### config.mk
export PLATFORM = sky130hd
export DESIGN_NAME = gamma_lut_ctrl
export DESIGN_NICKNAME = d
export VERILOG_FILES = /design/src/rtl/gamma_lut_ctrl.sv
export SDC_FILE = /design/constraint.sdc
export NUM_CORES = 2
export LEC_CHECK = 0
export CAP_MARGIN = 0
export CELL_PAD_IN_SITES_DETAIL_PLACEMENT = 0
export CELL_PAD_IN_SITES_GLOBAL_PLACEMENT = 2
export CORE_MARGIN = 3
export CORE_UTILIZATION = 57
export CTS_BUF_LIST = sky130_fd_sc_hd__clkbuf_8
export DETAILED_ROUTE_END_ITERATION = 8
export HOLD_SLACK_MARGIN = 0.08
export PLACE_DENSITY = 0.95
export SLEW_MARGIN = 20
export SYNTH_ARGS = -nofsm -noshare
export SYNTH_HDL_FRONTEND = slang
export SYNTH_SLANG_ARGS = --single-unit
### constraint.sdc
create_clock -name lcd_pclk -period 5.41 [get_ports lcd_pclk]
set_clock_uncertainty 0.1 [all_clocks]
set_input_delay 1.3525 -clock lcd_pclk [delete_from_list [all_inputs] [get_ports lcd_pclk]]
set_output_delay 1.3525 -clock lcd_pclk [all_outputs]
set_load 0.1 [all_outputs]
### src/rtl/gamma_lut_ctrl.sv
// Double-buffered 256x8 gamma LUT: display reads the active bank, config loads the other,
// banks swap only on frame_start. Optional load timeout under `GAMMA_LUT_TIMEOUT_EN.
module gamma_lut_ctrl #(
`ifdef GAMMA_LUT_TIMEOUT_EN
   parameter int unsigned TIMEOUT_CYC = 1000000,
`endif
   parameter int unsigned LUT_DEPTH = 256
) (
   input  logic       lcd_pclk,
   input  logic       rst_n,
   input  logic       frame_start,
   input  logic       cfg_start,
   input  logic       cfg_valid,
   input  logic [7:0] cfg_data,
   output logic       cfg_ready,
   input  logic [7:0] rd_addr,
   output logic [7:0] rd_data,
   output logic       active_bank,
   output logic       busy,
   output logic       swap_done,
   output logic       load_err
);

   localparam int unsigned AW = 8;
   localparam int unsigned DW = 8;
   localparam logic [AW-1:0] LAST_IDX = AW'(LUT_DEPTH - 1);

   localparam logic [1:0] ST_IDLE = 2'd0;
   localparam logic [1:0] ST_LOAD = 2'd1;
   localparam logic [1:0] ST_PEND = 2'd2;

   logic [1:0]    state;
   logic [1:0]    state_nxt;
   logic [AW-1:0] wr_idx;
   logic [AW-1:0] wr_idx_nxt;
   logic          lut_loaded;
   logic          accept;
   logic          do_swap;
   logic          idle_expired;
   logic [DW-1:0] lut_val;

   logic [DW-1:0] bank0 [LUT_DEPTH];
   logic [DW-1:0] bank1 [LUT_DEPTH];

   // Next-state logic; cfg_start has priority over bytes and frame_start
   always_comb begin
      state_nxt  = state;
      wr_idx_nxt = wr_idx;
      accept     = 1'b0;
      do_swap    = 1'b0;
      case (state)
         ST_IDLE: begin
            if (cfg_start) begin
               state_nxt  = ST_LOAD;
               wr_idx_nxt = '0;
            end
         end
         ST_LOAD: begin
            if (cfg_start) begin
               wr_idx_nxt = '0;
            end else if (cfg_valid && cfg_ready) begin
               accept     = 1'b1;
               wr_idx_nxt = wr_idx + AW'(1);
               if (wr_idx == LAST_IDX) begin
                  state_nxt  = ST_PEND;
                  wr_idx_nxt = '0;
               end
            end else if (idle_expired) begin
               state_nxt = ST_IDLE;
            end
         end
         ST_PEND: begin
            if (cfg_start) begin
               state_nxt  = ST_LOAD;
               wr_idx_nxt = '0;
            end else if (frame_start) begin
               do_swap   = 1'b1;
               state_nxt = ST_IDLE;
            end
         end
         default: begin
            state_nxt  = ST_IDLE;
            wr_idx_nxt = '0;
         end
      endcase
   end

   always_ff @(posedge lcd_pclk or negedge rst_n) begin
      if (!rst_n) begin
         state       <= ST_IDLE;
         wr_idx      <= '0;
         lut_loaded  <= 1'b0;
         active_bank <= 1'b0;
         swap_done   <= 1'b0;
         cfg_ready   <= 1'b0;
         busy        <= 1'b0;
      end else begin
         state     <= state_nxt;
         wr_idx    <= wr_idx_nxt;
         swap_done <= do_swap;
         cfg_ready <= (state_nxt == ST_LOAD);
         busy      <= (state_nxt != ST_IDLE);
         if (do_swap) begin
            active_bank <= ~active_bank;
            lut_loaded  <= 1'b1;
         end
      end
   end

   // Loads always target the bank not currently displayed
   always_ff @(posedge lcd_pclk) begin
      if (accept) begin
         if (active_bank) begin
            bank0[wr_idx] <= cfg_data;
         end else begin
            bank1[wr_idx] <= cfg_data;
         end
      end
   end

   assign lut_val = active_bank ? bank1[rd_addr] : bank0[rd_addr];

   // Identity map until the first curve has been swapped in
   always_ff @(posedge lcd_pclk or negedge rst_n) begin
      if (!rst_n) begin
         rd_data <= '0;
      end else begin
         rd_data <= lut_loaded ? lut_val : rd_addr;
      end
   end

`ifdef GAMMA_LUT_TIMEOUT_EN
   localparam int unsigned CW = $clog2(TIMEOUT_CYC);

   logic [CW-1:0] idle_cnt;

   assign idle_expired = (idle_cnt == CW'(TIMEOUT_CYC - 1));

   // Counts LOAD cycles since the last accepted byte or restart
   always_ff @(posedge lcd_pclk or negedge rst_n) begin
      if (!rst_n) begin
         idle_cnt <= '0;
      end else if ((state != ST_LOAD) || cfg_start || accept || idle_expired) begin
         idle_cnt <= '0;
      end else begin
         idle_cnt <= idle_cnt + CW'(1);
      end
   end

   always_ff @(posedge lcd_pclk or negedge rst_n) begin
      if (!rst_n) begin
         load_err <= 1'b0;
      end else if (cfg_start) begin
         load_err <= 1'b0;
      end else if ((state == ST_LOAD) && !(cfg_valid && cfg_ready) && idle_expired) begin
         load_err <= 1'b1;
      end
   end
`else
   assign idle_expired = 1'b0;
   assign load_err     = 1'b0;
`endif

endmodule

==> load_flow_metrics.sql <==
INSERT INTO impl_metrics (metric_group, metric, value, unit) VALUES
('global_route', 'gr-usage-met1', '42.63', '%'),
('placement', 'gp_congestion', '0.9196', ''),
('outcome', 'status', 'finished, final reports clean', ''),
('clocking', 'clkLatencyLatePin', '1120', 'ps'),
('sta', 'layout_worst_path_cycle_share', '80.70', '%'),
('floorplanning', 'floorplan.core_area', '0.2799', 'mm2'),
('clocking', 'numCtsBuffers', '628', ''),
('clocking', 'clk_path_buf_depth', '4', ''),
('finish', 'postLayoutCoreUtil', '65.29', '%'),
('yosys', 'synth_flop_cell', 'sky130_fd_sc_hd__edfxtp_1', ''),
('pwr', 'vdd_ir_drop_max', '0.0002495', 'V'),
('global_route', 'grt_first_pass_wirelength', '637200', 'um'),
('global_route', 'grt.total_usage', '31.31', '%'),
('global_route', 'most_used_routing_layer', 'met2', ''),
('floorplanning', 'floorplan.die.width', '536.7', 'um'),
('global_route', 'antenna_found_initial', '26', ''),
('critical_path', 'worst_setup_path_start_kind', 'register', ''),
('run', 'maxCapViolations', '0', ''),
('yosys', 'syn_nets', '7467', ''),
('placement', 'dpl.hpwl', '282900', 'um'),
('critical_path', 'timing.critical_path.max_delay_family', 'buffers and inverters', ''),
('routing', 'num_vias', '86370', ''),
('yosys', 'asyncSetResetFlopFracSynth', '0.5584', '%'),
('routing', 'drc', '0', ''),
('routing', 'dr.pass1.iters', '6', ''),
('sta', 'timing.setup.tns', '0', 'ps'),
('finish', 'post_route_cells_drive_above_1_share', '31.45', '%'),
('clocking', 'number_of_h_tree_branching_levels', '6', ''),
('yosys', 'synth_sequential_area_ratio', '76.98', '%'),
('placement', 'port-buffer-count', '32', ''),
('critical_path', 'crit_path_cells', 'clkdlybuf4s50_1', ''),
('sta', 'slew-limit-headroom', '18.60', '%'),
('global_route', 'grt.met3_usage', '9.604', '%'),
('sta', 'final-max-slew-violation-count', '0', ''),
('critical_path', 'data_arrival_time_of_the_critical_path', '2910', 'ps'),
('clocking', 'tritoncts_clock_tree', 'done', ''),
('yosys', 'syn_inst', '7442', ''),
('yosys', 'yosysWarningCount', '0', ''),
('clocking', 'cts_sinks', '4119', ''),
('sta', 'finalCriticalPeriod', '4366', 'ps'),
('yosys', 'post-synth-top-area-cell', 'sky130_fd_sc_hd__edfxtp_1', ''),
('yosys', 'synth_seq_cells', '4119', ''),
('sta', 'final-setup-viol-count', '0', ''),
('yosys', 'synth.cell_area', '0.1605', 'mm2'),
('routing', 'initialDrtViolationCount', '14650', ''),
('pwr', 'power_per_cell_area', '341.2', 'mW/mm2'),
('global_route', 'first_global_vias', '86200', ''),
('clocking', 'cts_hold_buffers', '0', ''),
('global_route', 'global_route.usage.met2', '46.13', '%'),
('floorplanning', 'die_height', '536.7', 'um'),
('min_path', 'holdCritPathClass', 'input port to async pin', ''),
('routing', 'post_drt_wl_per_cell', '34.87', 'um'),
('placement', 'dp_slack', '183.4', 'ps'),
('sta', 'clock.fmax', '229.1', 'MHz'),
('clocking', 'path_clk_slew', '70', 'ps'),
('critical_path', 'worst-endpoint-required', '3960', 'ps'),
('critical_path', 'critical_path.slowest_cell', 'sky130_fd_sc_hd__clkdlybuf4s50_1', ''),
('yosys', 'synth-edff-count', '4096', ''),
('yosys', 'synthesis.area_per_instance', '21.57', 'um2'),
('critical_path', 'cp_num_cells', '1', ''),
('yosys', 'synth.area.top_cells', 'sky130_fd_sc_hd__edfxtp_1 (77%), sky130_fd_sc_hd__mux4_2 (15%), sky130_fd_sc_hd__nor2_1 (1.4%), sky130_fd_sc_hd__mux2i_1 (0.99%), sky130_fd_sc_hd__nand2_1 (0.66%)', ''),
('pwr', 'leakage', '0.05953', 'uW'),
('global_route', 'grt_max_degree', '153', ''),
('floorplanning', 'core.rowCount', '194', ''),
('routing', 'route.antenna.remaining_nets', '0', ''),
('sta', 'final-hold-violation-count', '0', ''),
('yosys', 'synth_cell_types', '80', ''),
('critical_path', 'timing.critical_path.fanout_max', '1', ''),
('clocking', 'cts_resized', '0', ''),
('floorplanning', 'dieArea', '0.2880', 'mm2'),
('yosys', 'synthDominantCellAreaShare', '76.62', '%');
[per-layer routing]
metal | routed length (um) | part of all wire [%] | vias up
met5 | 61 | 0.014 | -
met4 | 26840 | 6.0 | 10
met3 | 67090 | 15 | 1280
met2 | 204000 | 46 | 7297
met1 | 149500 | 33 | 44250
li1 | - | - | 33530
[cell usage in the layout (no fill, tap or decap), types with 40 or more instances in the layout]
cell type / Yosys / final
sky130_fd_sc_hd__buf_4: 64 / 888
sky130_fd_sc_hd__a22oi_1: 73 / 73
sky130_fd_sc_hd__a21oi_1: 57 / 57
sky130_fd_sc_hd__inv_1: 10 / 214
sky130_fd_sc_hd__buf_12: 8 / 85
sky130_fd_sc_hd__o22ai_1: 48 / 48
sky130_fd_sc_hd__nor2_1: 593 / 587
sky130_fd_sc_hd__edfxtp_1: 4096 / 4096
sky130_fd_sc_hd__nand2_1: 281 / 278
sky130_fd_sc_hd__clkbuf_8: 0 / 649
sky130_fd_sc_hd__mux2i_1: 159 / 159
sky130_fd_sc_hd__clkinv_1: 0 / 128
sky130_fd_sc_hd__mux4_2: 1038 / 1038
sky130_fd_sc_hd__nand3_1: 110 / 109
sky130_fd_sc_hd__o21ai_0: 40 / 40
sky130_fd_sc_hd__clkinv_2: 0 / 59
[synthesized netlist by cell type (20+ instances only)]
master and count:
sky130_fd_sc_hd__mux2i_1 159, sky130_fd_sc_hd__buf_2 145, sky130_fd_sc_hd__buf_4 64, sky130_fd_sc_hd__nor2b_1 21, sky130_fd_sc_hd__nand2_1 281, sky130_fd_sc_hd__mux2_2 29, sky130_fd_sc_hd__nor3_1 26, sky130_fd_sc_hd__nor2_1 593
sky130_fd_sc_hd__a22oi_1 73, sky130_fd_sc_hd__o21ai_0 40, sky130_fd_sc_hd__buf_1 30, sky130_fd_sc_hd__nand3_1 110, sky130_fd_sc_hd__a21oi_1 57, sky130_fd_sc_hd__mux4_2 1038, sky130_fd_sc_hd__buf_6 46, sky130_fd_sc_hd__mux4_1 36
sky130_fd_sc_hd__edfxtp_1 4096, sky130_fd_sc_hd__o22ai_1 48, sky130_fd_sc_hd__a31oi_1 33, sky130_fd_sc_hd__a211oi_1 20, sky130_fd_sc_hd__clkbuf_1 170, sky130_fd_sc_hd__dfrtp_1 23, sky130_fd_sc_hd__o221ai_1 27
[through the flow]
step	std cells	hold slack [ps]	total power [uW]	area (um2)
6_report	12830	350.6	62340	182700
3_5_place_dp	11700	469.6	39210	171400
4_1_cts	12800	289.0	62370	182600
3_3_place_gp	11700	439.3	39130	171300
2_1_floorplan	7442	417.8	37480	160500
5_1_grt	12800	350.3	63940	182700
[cells by family after synthesis]
group	after synthesis	share of synthesized area (%)
DFF	4119	76.98
muxes	1262	16.35
and+or+nand+nor	1152	3.043
buffers and inverters	479	1.691
AOI/OAI and AO/OA	419	1.870
xor gates and xnor gates	6	0.03274
adders and majority gates	4	0.03118
other	1	0.002336
[state kept, by name, summed over array words and instances (netlist names)]
name,count
wr_idx,8
swap_done,1
rd_data,8
active_bank,1
bank1,2048
lut_loaded,1
busy,1
state,2
cfg_ready,1
bank0,2048
[final timing paths]
| check | start | end | slack (ps) |
|---|---|---|---|
| worst max-delay path | rd_data[7]$_DFF_PN0_ | rd_data[7] | 1040 |
| worst min-delay path | rst_n | rd_data[4]$_DFF_PN0_ | 350 |
| worst max register to register | wr_idx[7]$_DFFE_PN0P_ | bank0[189][3]$_DFFE_PP_ | 1890 |
| worst min register to register | state[0]$_DFF_PN0_ | cfg_ready$_DFF_PN0_ | 490 |
| max in group asynchronous | rst_n | rd_data[0]$_DFF_PN0_ | 4090 |
| min in group lcd_pclk | state[0]$_DFF_PN0_ | cfg_ready$_DFF_PN0_ | 490 |
[cell type report]
| cell class | instances | area (um2) | share of cell area, % |
|---|---|---|---|
| multi-input combinational | 2844 | 34310 | 18.77 |
| clock inverter | 446 | 2323 | 1.272 |
| sequential | 4119 | 123600 | 67.63 |
| inverter | 13 | 66.31 | 0.03629 |
| timing repair buffer | 1006 | 8807 | 4.820 |
| clock buffer | 648 | 8919 | 4.881 |
| antenna | 32 | 80.08 | 0.04382 |
| tap | 3724 | 4659 | 2.550 |
[power by group]
| part | leakage (uW) | switching [uW] | total, uW | internal (uW) |
|---|---|---|---|---|
| Sequential | 0.0371 | 14.5 | 35100 | 35100 |
| Clock | 0.00654 | 12000 | 23700 | 11700 |
| Combinational | 0.0159 | 2300 | 3520 | 1220 |
Note: power is estimated with default switching activity, not from simulation.
